**config.mk**
```make
export PLATFORM = sky130hd
export DESIGN_NAME = led_blink_multi
export DESIGN_NICKNAME = d
export VERILOG_FILES = /design/src/rtl/led_blink_multi.sv
export SDC_FILE = /design/constraint.sdc
export NUM_CORES = 1
export LEC_CHECK = 0
export CAP_MARGIN = 10
export CORE_MARGIN = 2
export CORE_UTILIZATION = 37
export CTS_BUF_LIST = sky130_fd_sc_hd__clkbuf_16
export DETAILED_ROUTE_END_ITERATION = 10
export PLACE_DENSITY_LB_ADDON = 0.2
export SLEW_MARGIN = 20
export SYNTH_ARGS = -nofsm -noshare
export SYNTH_HDL_FRONTEND = slang
export SYNTH_SLANG_ARGS = --single-unit
export TNS_END_PERCENT = 20
```
**constraint.sdc**
```tcl
create_clock -name clk -period 4 [get_ports clk]
set_input_delay 0.4 -clock clk [delete_from_list [all_inputs] [get_ports clk]]
set_output_delay 0.4 -clock clk [all_outputs]
set_load 0.05 [all_outputs]
```
**src/rtl/led_blink_multi.sv**
```systemverilog
// Multi-channel LED blinker: one shared runtime prescaler produces a tick, and
// each channel runs its own OFF/ON/TOGGLE/ONESHOT mode with a period in ticks.
module led_blink_multi #(
    parameter int NUM_CH       = 4,
    parameter int CH_W         = 2,
    parameter int PRESCALE_W   = 16,
    parameter int PERIOD_W     = 8,
    parameter int RESET_PERIOD = 0
) (
    input  logic                  clk,
    input  logic                  btn,
    input  logic [PRESCALE_W-1:0] prescale,
    input  logic                  cfg_we,
    input  logic [CH_W-1:0]       cfg_ch,
    input  logic [1:0]            cfg_mode,
    input  logic [PERIOD_W-1:0]   cfg_period,
    output logic                  tick,
    output logic [NUM_CH-1:0]     led
);

    typedef enum logic [1:0] {
        MODE_OFF     = 2'd0,
        MODE_ON      = 2'd1,
        MODE_TOGGLE  = 2'd2,
        MODE_ONESHOT = 2'd3
    } mode_t;

    logic [PRESCALE_W-1:0] pre_q;
    logic                  tick_q;

    mode_t               mode_q   [NUM_CH];
    mode_t               mode_d   [NUM_CH];
    logic [PERIOD_W-1:0] period_q [NUM_CH];
    logic [PERIOD_W-1:0] period_d [NUM_CH];
    logic [PERIOD_W-1:0] cnt_q    [NUM_CH];
    logic [PERIOD_W-1:0] cnt_d    [NUM_CH];
    logic [NUM_CH-1:0]   led_q;
    logic [NUM_CH-1:0]   led_d;

    // The >= compare makes a lowered prescale wrap on the next edge.
    always_ff @(posedge clk) begin
        if (btn) begin
            pre_q  <= '0;
            tick_q <= 1'b0;
        end else if (pre_q >= prescale) begin
            pre_q  <= '0;
            tick_q <= 1'b1;
        end else begin
            pre_q  <= pre_q + PRESCALE_W'(1);
            tick_q <= 1'b0;
        end
    end

    // cfg_we is a one-cycle strobe with no ready: a write to a valid channel is
    // always accepted at the edge it is sampled and overrides that edge's tick.
    always_comb begin
        for (int i = 0; i < NUM_CH; i++) begin
            mode_d[i]   = mode_q[i];
            period_d[i] = period_q[i];
            cnt_d[i]    = cnt_q[i];
            led_d[i]    = led_q[i];
            if (cfg_we && (cfg_ch == CH_W'(i))) begin
                mode_d[i]   = mode_t'(cfg_mode);
                period_d[i] = cfg_period;
                cnt_d[i]    = '0;
                led_d[i]    = (cfg_mode != 2'd0);
            end else if (tick_q) begin
                case (mode_q[i])
                    MODE_TOGGLE: begin
                        if (cnt_q[i] >= period_q[i]) begin
                            cnt_d[i] = '0;
                            led_d[i] = ~led_q[i];
                        end else begin
                            cnt_d[i] = cnt_q[i] + PERIOD_W'(1);
                        end
                    end
                    MODE_ONESHOT: begin
                        if (cnt_q[i] >= period_q[i]) begin
                            cnt_d[i]  = '0;
                            led_d[i]  = 1'b0;
                            mode_d[i] = MODE_OFF;
                        end else begin
                            cnt_d[i] = cnt_q[i] + PERIOD_W'(1);
                        end
                    end
                    default: cnt_d[i] = '0;
                endcase
            end
        end
    end

    always_ff @(posedge clk) begin
        if (btn) begin
            for (int i = 0; i < NUM_CH; i++) begin
                mode_q[i]   <= MODE_TOGGLE;
                period_q[i] <= PERIOD_W'(RESET_PERIOD);
                cnt_q[i]    <= '0;
            end
            led_q <= '1;
        end else begin
            for (int i = 0; i < NUM_CH; i++) begin
                mode_q[i]   <= mode_d[i];
                period_q[i] <= period_d[i];
                cnt_q[i]    <= cnt_d[i];
            end
            led_q <= led_d;
        end
    end

    assign tick = tick_q;
    assign led  = led_q;

endmodule

```
==> flow_summary.yaml, run 1 <==
setup_path:
  cp_max_fo: 17
  crit_required_ns: 4.21
  path_cells: "clkdlybuf4s50_1, inv_1, ha_1, a21o_1, a21o_1, a211o_1, a211o_1, nor2b_1"
  crit_path_top_delay_cell: "a211o_1"
  arrival_ns: 2.58
  crit_family: "compound AO/OA/AOI/OAI gates"
  cp_num_cells: 8
  path_class: "primary input to flop"
  max_stage_delay_ns: 0.51
  cp-end-kind: "flop"
  crit_buf_inv: 2
  r2r_cells: 7
  crit_start: "prescale[13]"
  r2r-start: "cnt_q[2][0]"
  crit_path_start_kind: "primary input"
sta:
  post-route-period-util: 0.5922
  period_needed_ns: 2.369
  holdWs_ns: 0.2872
  maxSlewHeadroom: 0.3886
  setup_tns_ns: 0
  hold_violations: 0
  rsz0062_at_grt: "false"
  clock-skew-final_ns: 0.003307
  report.final.slew_viol_count: 0
  setup_violations: 0
  worst_pin_slew_ns: 0.9170
  fmax_mhz: 422.2
yosys:
  yosysTopAreaCell: "dfxtp_1"
  synth_cell_types: 57
  synth_nets: 760
  yosys-top-cells-area: "dfxtp_1 35%, ha_1 12%, nand2_1 9.3%"
  synth_warnings: 0
  synth-seq-area-share: 0.3498
  synth_edf_count: 0
  synth-seq-cells: 93
  synth.top_cell.area_share: 0.3498
  syn_area_um2: 5323
  synthCells: 676
  ys.flop_type: "dfxtp_1"
  avgSynthCellArea_um2: 7.874
  async_flop_share: 0
route:
  routed_wl_um: 12130
  ant_nets: 0
  drt_iter0_drc: 283
  vias_per_cell: 5.260
  drc: 0
  first_pass_iters: 5
  drt-wirelength-per-cell_um: 13.77
  routed-via-count: 4634
global_routing:
  met3_usage: 0.03480
  grt_use_total: 0.1670
  met2_usage: 0.2747
  grt_remaining_overflow: 0
  met1_usage: 0.2138
  top_usage_layer: "met2"
  grt_max_degree: 63
  antenna_found_initial: 0
  grt_pass1_vias: 4289
  grt_first_pass_wirelength_um: 20020
power:
  ir_worst_vdd_mv: 0.2078
  leakagePower_nw: 2.308
  seqPwrFrac: 0.470
  swShare: 0.2357
  pwr-share-clk: 0.439
  p_comb_frac: 0.091
  p_per_area_nw_per_um2: 333.3
  p_int_mw: 1.557
  p_sw_mw: 0.4800
clocking:
  cts.clk_slew.worst_paths_ns: 0.06
  clock_sinks: 93
  cts_hold_buf: 0
  h-tree-depth: 3
  clk_latency_ns: 0.34
  cts_tree: "yes"
  cts_buffers: 9
  cts.path.max_buffers: 2
  cts.repair.resized: 0
  cts_root_buf: "clkbuf_16"
  post-cts-setup-buffers: 0
layout:
  area_delta_synth_final_pct: 14.79
  diodes: 0
  drive_gt1_frac: 0.06419
  fin_util: 0.4368
  final_nets: 782
  n_fill_cell: 1443
die:
  initial_core_util: 0.3805
  die_area_um2: 15360
  die_w_um: 123.9
  rows: 43
  io_pins: 36
  coreArea_um2: 13990
  die_h_um: 123.9
run_status:
  status: "complete, no violations"
placed_design:
  port_buffers: 35
  dp_hpwl_um: 8854
  place.gp.congestion: 0.7733
min_path:
  min_from: "btn"
  min_path_type: "primary input to flop"
  hold_depth: 2
job:
  maxCapViolations: 0
==> cell usage in the layout, fill, tap and decap left out, types with 10 or more instances in the layout <==
cell type,n
nor3_1,16
a31oi_1,17
clkdlybuf4s50_1,34
nor3_2,10
nand3_1,38
o21ai_0,13
a21oi_1,64
nor2_1,28
nand2_1,132
inv_1,58
ha_1,53
dfxtp_1,93
==> logic make-up after synthesis <==
group | after synthesis | share of synthesized area
xor+xnor | 14 | 0.02304
simple gates | 281 | 0.2619
flops | 93 | 0.3498
fa+ha+maj | 53 | 0.1246
buf+inv | 87 | 0.06347
mux | 2 | 0.003761
compound gates | 146 | 0.1735
==> worst paths after layout <==
| path | slack (ns) | end |
|---|---|---|
| worst max-delay path | 1.63 | tick |
| worst min-delay path | 0.29 | mode_q[2][0] |
| worst max register to register | 1.69 | cnt_q[2][7] |
| worst min register to register | 0.46 | period_q[3][3] |
==> routing by layer <==
layer	wire length [um]	share of wire
met1	5888	0.49
met2	5667	0.47
met3	372	0.031
met4	201	0.017
met5	0	0
==> Yosys cell counts (all sizes together) (3+ instances only) <==
master   instances
a211oi           6
a21o             9
a21oi           64
a31oi           18
and3             4
buf              8
clkbuf          20
dfxtp           93
ha              53
inv             58
nand2          132
nand2b           9
nand3           39
nand3b           4
nand4            4
nand4b           5
nor2            28
nor2b            7
nor3            26
o2111ai          4
o211ai           9
o21a             3
o21ai           15
o311ai           3
or2              7
or3              3
or4              3
xnor2            9
xor2             5
==> registers in the layout (all words and copies together) (netlist names) <==
name      cells
tick          1
period_q     32
led           4
mode_q        8
pre_q        16
cnt_q        32
==> final cells by class <==
| class | instances | area, um^2 | area share |
|---|---|---|---|
| multi-input combinational | 496 | 3123 | 0.5112 |
| sequential | 93 | 1862 | 0.3047 |
| timing repair buffer | 39 | 375.4 | 0.06144 |
| clock buffer | 9 | 225.2 | 0.03686 |
| tap | 180 | 225.2 | 0.03686 |
| inverter | 59 | 221.5 | 0.03625 |
| clock inverter | 5 | 77.57 | 0.01270 |
==> power groups by stage <==
stage	logic (mW)	registers [mW]	clock network, mW
final	0.185	0.957	0.895
after global routing	0.209	0.959	0.960
after CTS	0.187	0.957	0.921
after detailed placement	0.186	0.978	0
after global placement	0.181	0.977	0
after floorplan	0.113	0.979	0
==> through the flow <==
stage | instances | power, mW | area [um^2] | worst slack, ns
3_3_place_gp | 867 | 1.158 | 5807 | 1.278
3_5_place_dp | 867 | 1.164 | 5807 | 1.252
5_1_grt | 881 | 2.128 | 6110 | 1.298
2_1_floorplan | 676 | 1.092 | 5323 | 2.006
4_1_cts | 881 | 2.065 | 6110 | 1.615
6_report | 881 | 2.036 | 6110 | 1.631
(Power assumes the default switching activity.)
==> run 2: changes to the inputs <==
Clock period 4 ns to 2 ns, I/O delays scaled along.
==> run 2 against run 1 <==
First-iteration DRC count up 24%. Sequential share of layout area down 1.8 points. Total power up 99%. Sequential power up 100%. Clock skew up 0.0059 ns. Worst hold slack better by 0.15 ns. Register-to-register slack worse by 1.7 ns. Core utilization up 2.9 points. Setup slack worse by 1.6 ns. Non-clock buffer count up 33. Critical path depth down 1. Largest cell class unchanged.
==> flow_summary.yaml, run 2 (same netlist as run 1, synthesis figures left out) <==
clocking:
  clock_sinks: 93
  cts_buffers: 9
  clk_latency_ns: 0.36
  h-tree-depth: 3
  cts.path.max_buffers: 2
  cts.clk_slew.worst_paths_ns: 0.07
  cts_root_buf: "clkbuf_16"
  cts_tree: "yes"
setup_path:
  cp_max_fo: 8
  cp-end-kind: "flop"
  arrival_ns: 2.25
  path_class: "flop to flop"
  crit_required_ns: 2.27
  crit_path_start_kind: "flop"
  r2r-start: "pre_q[7]"
  crit_start: "pre_q[7]"
layout:
  diodes: 0
  fin_util: 0.4655
  final_nets: 815
  area_delta_synth_final_pct: 22.33
  drive_gt1_frac: 0.1359
  final_common_cell: "nand2_1"
  final_cell_mix: "132 x nand2_1, 90 x dfxtp_1, 64 x a21oi_1"
  stdcell_count: 916
  top_regs: "cnt_q x32, period_q x32, pre_q x16"
power:
  leakagePower_nw: 2.503
  p_per_area_nw_per_um2: 621.8
  ir_worst_vdd_mv: 0.4742
  power.total_mw: 4.049
min_path:
  min_path_type: "primary input to flop"
  min_from: "btn"
sta:
  worst_pin_slew_ns: 0.5425
  fmax_mhz: 505.4
  report.final.slew_viol_count: 0
  clock-skew-final_ns: 0.009249
  setup_ws_ns: 0.02124
  hold_violations: 0
  setup_tns_ns: 0
  period_needed_ns: 1.979
  setup_violations: 0
  rsz0062_at_grt: "true"
  post-route-period-util: 0.9894
  maxSlewHeadroom: 0.6372
global_routing:
  grt_use_total: 0.1749
  met2_usage: 0.2888
  met3_usage: 0.03388
  grt_pass1_vias: 4537
  grt_max_degree: 48
  grt_remaining_overflow: 0
  antenna_found_initial: 0
  grt_first_pass_wirelength_um: 21050
  top_usage_layer: "met2"
  met1_usage: 0.2217
placed_design:
  place_ws_ns: -0.3556
  dp_hpwl_um: 9241
  port_buffers: 35
  place.gp.congestion: 0.8132
  place_inst: 898
die:
  die_h_um: 123.9
  die_area_um2: 15360
  rows: 43
  initial_core_util: 0.3805
  coreArea_um2: 13990
  io_pins: 36
  die_w_um: 123.9
route:
  first_pass_iters: 6
  drc: 0
  drt_iter0_drc: 350
  ant_nets: 0
  routed_wl_um: 12750
  routed-via-count: 4785
  vias_per_cell: 5.224
  drt-wirelength-per-cell_um: 13.92
job:
  maxCapViolations: 0
run_status:
  status: "complete, no violations"
[run 2: cell count changes in the layout (fill, tap and decap cells not counted), sizes merged]
cell	before	now
buf	5	38
bufinv	2	1
clkbuf	9	10
clkdlybuf4s50	34	33
clkinv	3	4
clkinvlp	1	2
inv	58	59
[run 2: final cells by class]
cell class              instances  area [um^2]
fillers                      1370         7477
multi-input cells             496         3241
flip-flops and latches         93         1868
repair buffers                 72        663.1
clock buffers                   9        225.2
well taps                     180        225.2
inverters                      59        221.5
clock inverters                 7        67.56
[run 2: worst max-delay path, stage by stage (launching register included)]
cell       delay, ns
dfxtp_1         0.40
ha_1            0.27
a21oi_1         0.20
nor3_1          0.07
a211o_1         0.29
a211o_4         0.35
clkbuf_16       0.18
nor3_2          0.13
[run 2: what timing repair did]
item	in CTS	in global routing
endpoints found under the setup margin	2	34
hold buffers	0	0
pin swaps	2	9
buffers inserted	0	1
gates resized for setup	0	26
gates cloned	0	1
[run 2: final timing paths]
path / endpoint / slack [ns] / depth (start not counted)
setup / recovery: pre_q[13] / 0.02 / 7
hold / removal: period_q[0][0] / 0.44 / 3
setup reg to reg: pre_q[13] / 0.02 / 7
hold reg to reg: period_q[1][2] / 0.46 / 2
[run 2: per-stage QoR]
step	hold WS, ns	instance area [um^2]
3_3_place_gp	0.4454	6062
2_1_floorplan	0.3217	5323
5_1_grt	0.4692	6511
6_report	0.4373	6511
3_5_place_dp	0.4478	6062
4_1_cts	0.4276	6355
[run 2: metal layers]
layer | vias up | routed length [um]
li1 | 2455 | -
met3 | 16 | 502
met1 | 2248 | 5859
met2 | 66 | 6150
met4 | 0 | 241
met5 | - | 0
[run 2: power breakdown]
| group | internal (mW) | total, mW | switching [mW] |
|---|---|---|---|
| clock | 0.962 | 1.71 | 0.744 |
| sequential | 1.89 | 1.91 | 0.0246 |
| combinational | 0.189 | 0.432 | 0.243 |
| total | 3.04 | 4.05 | 1.01 |
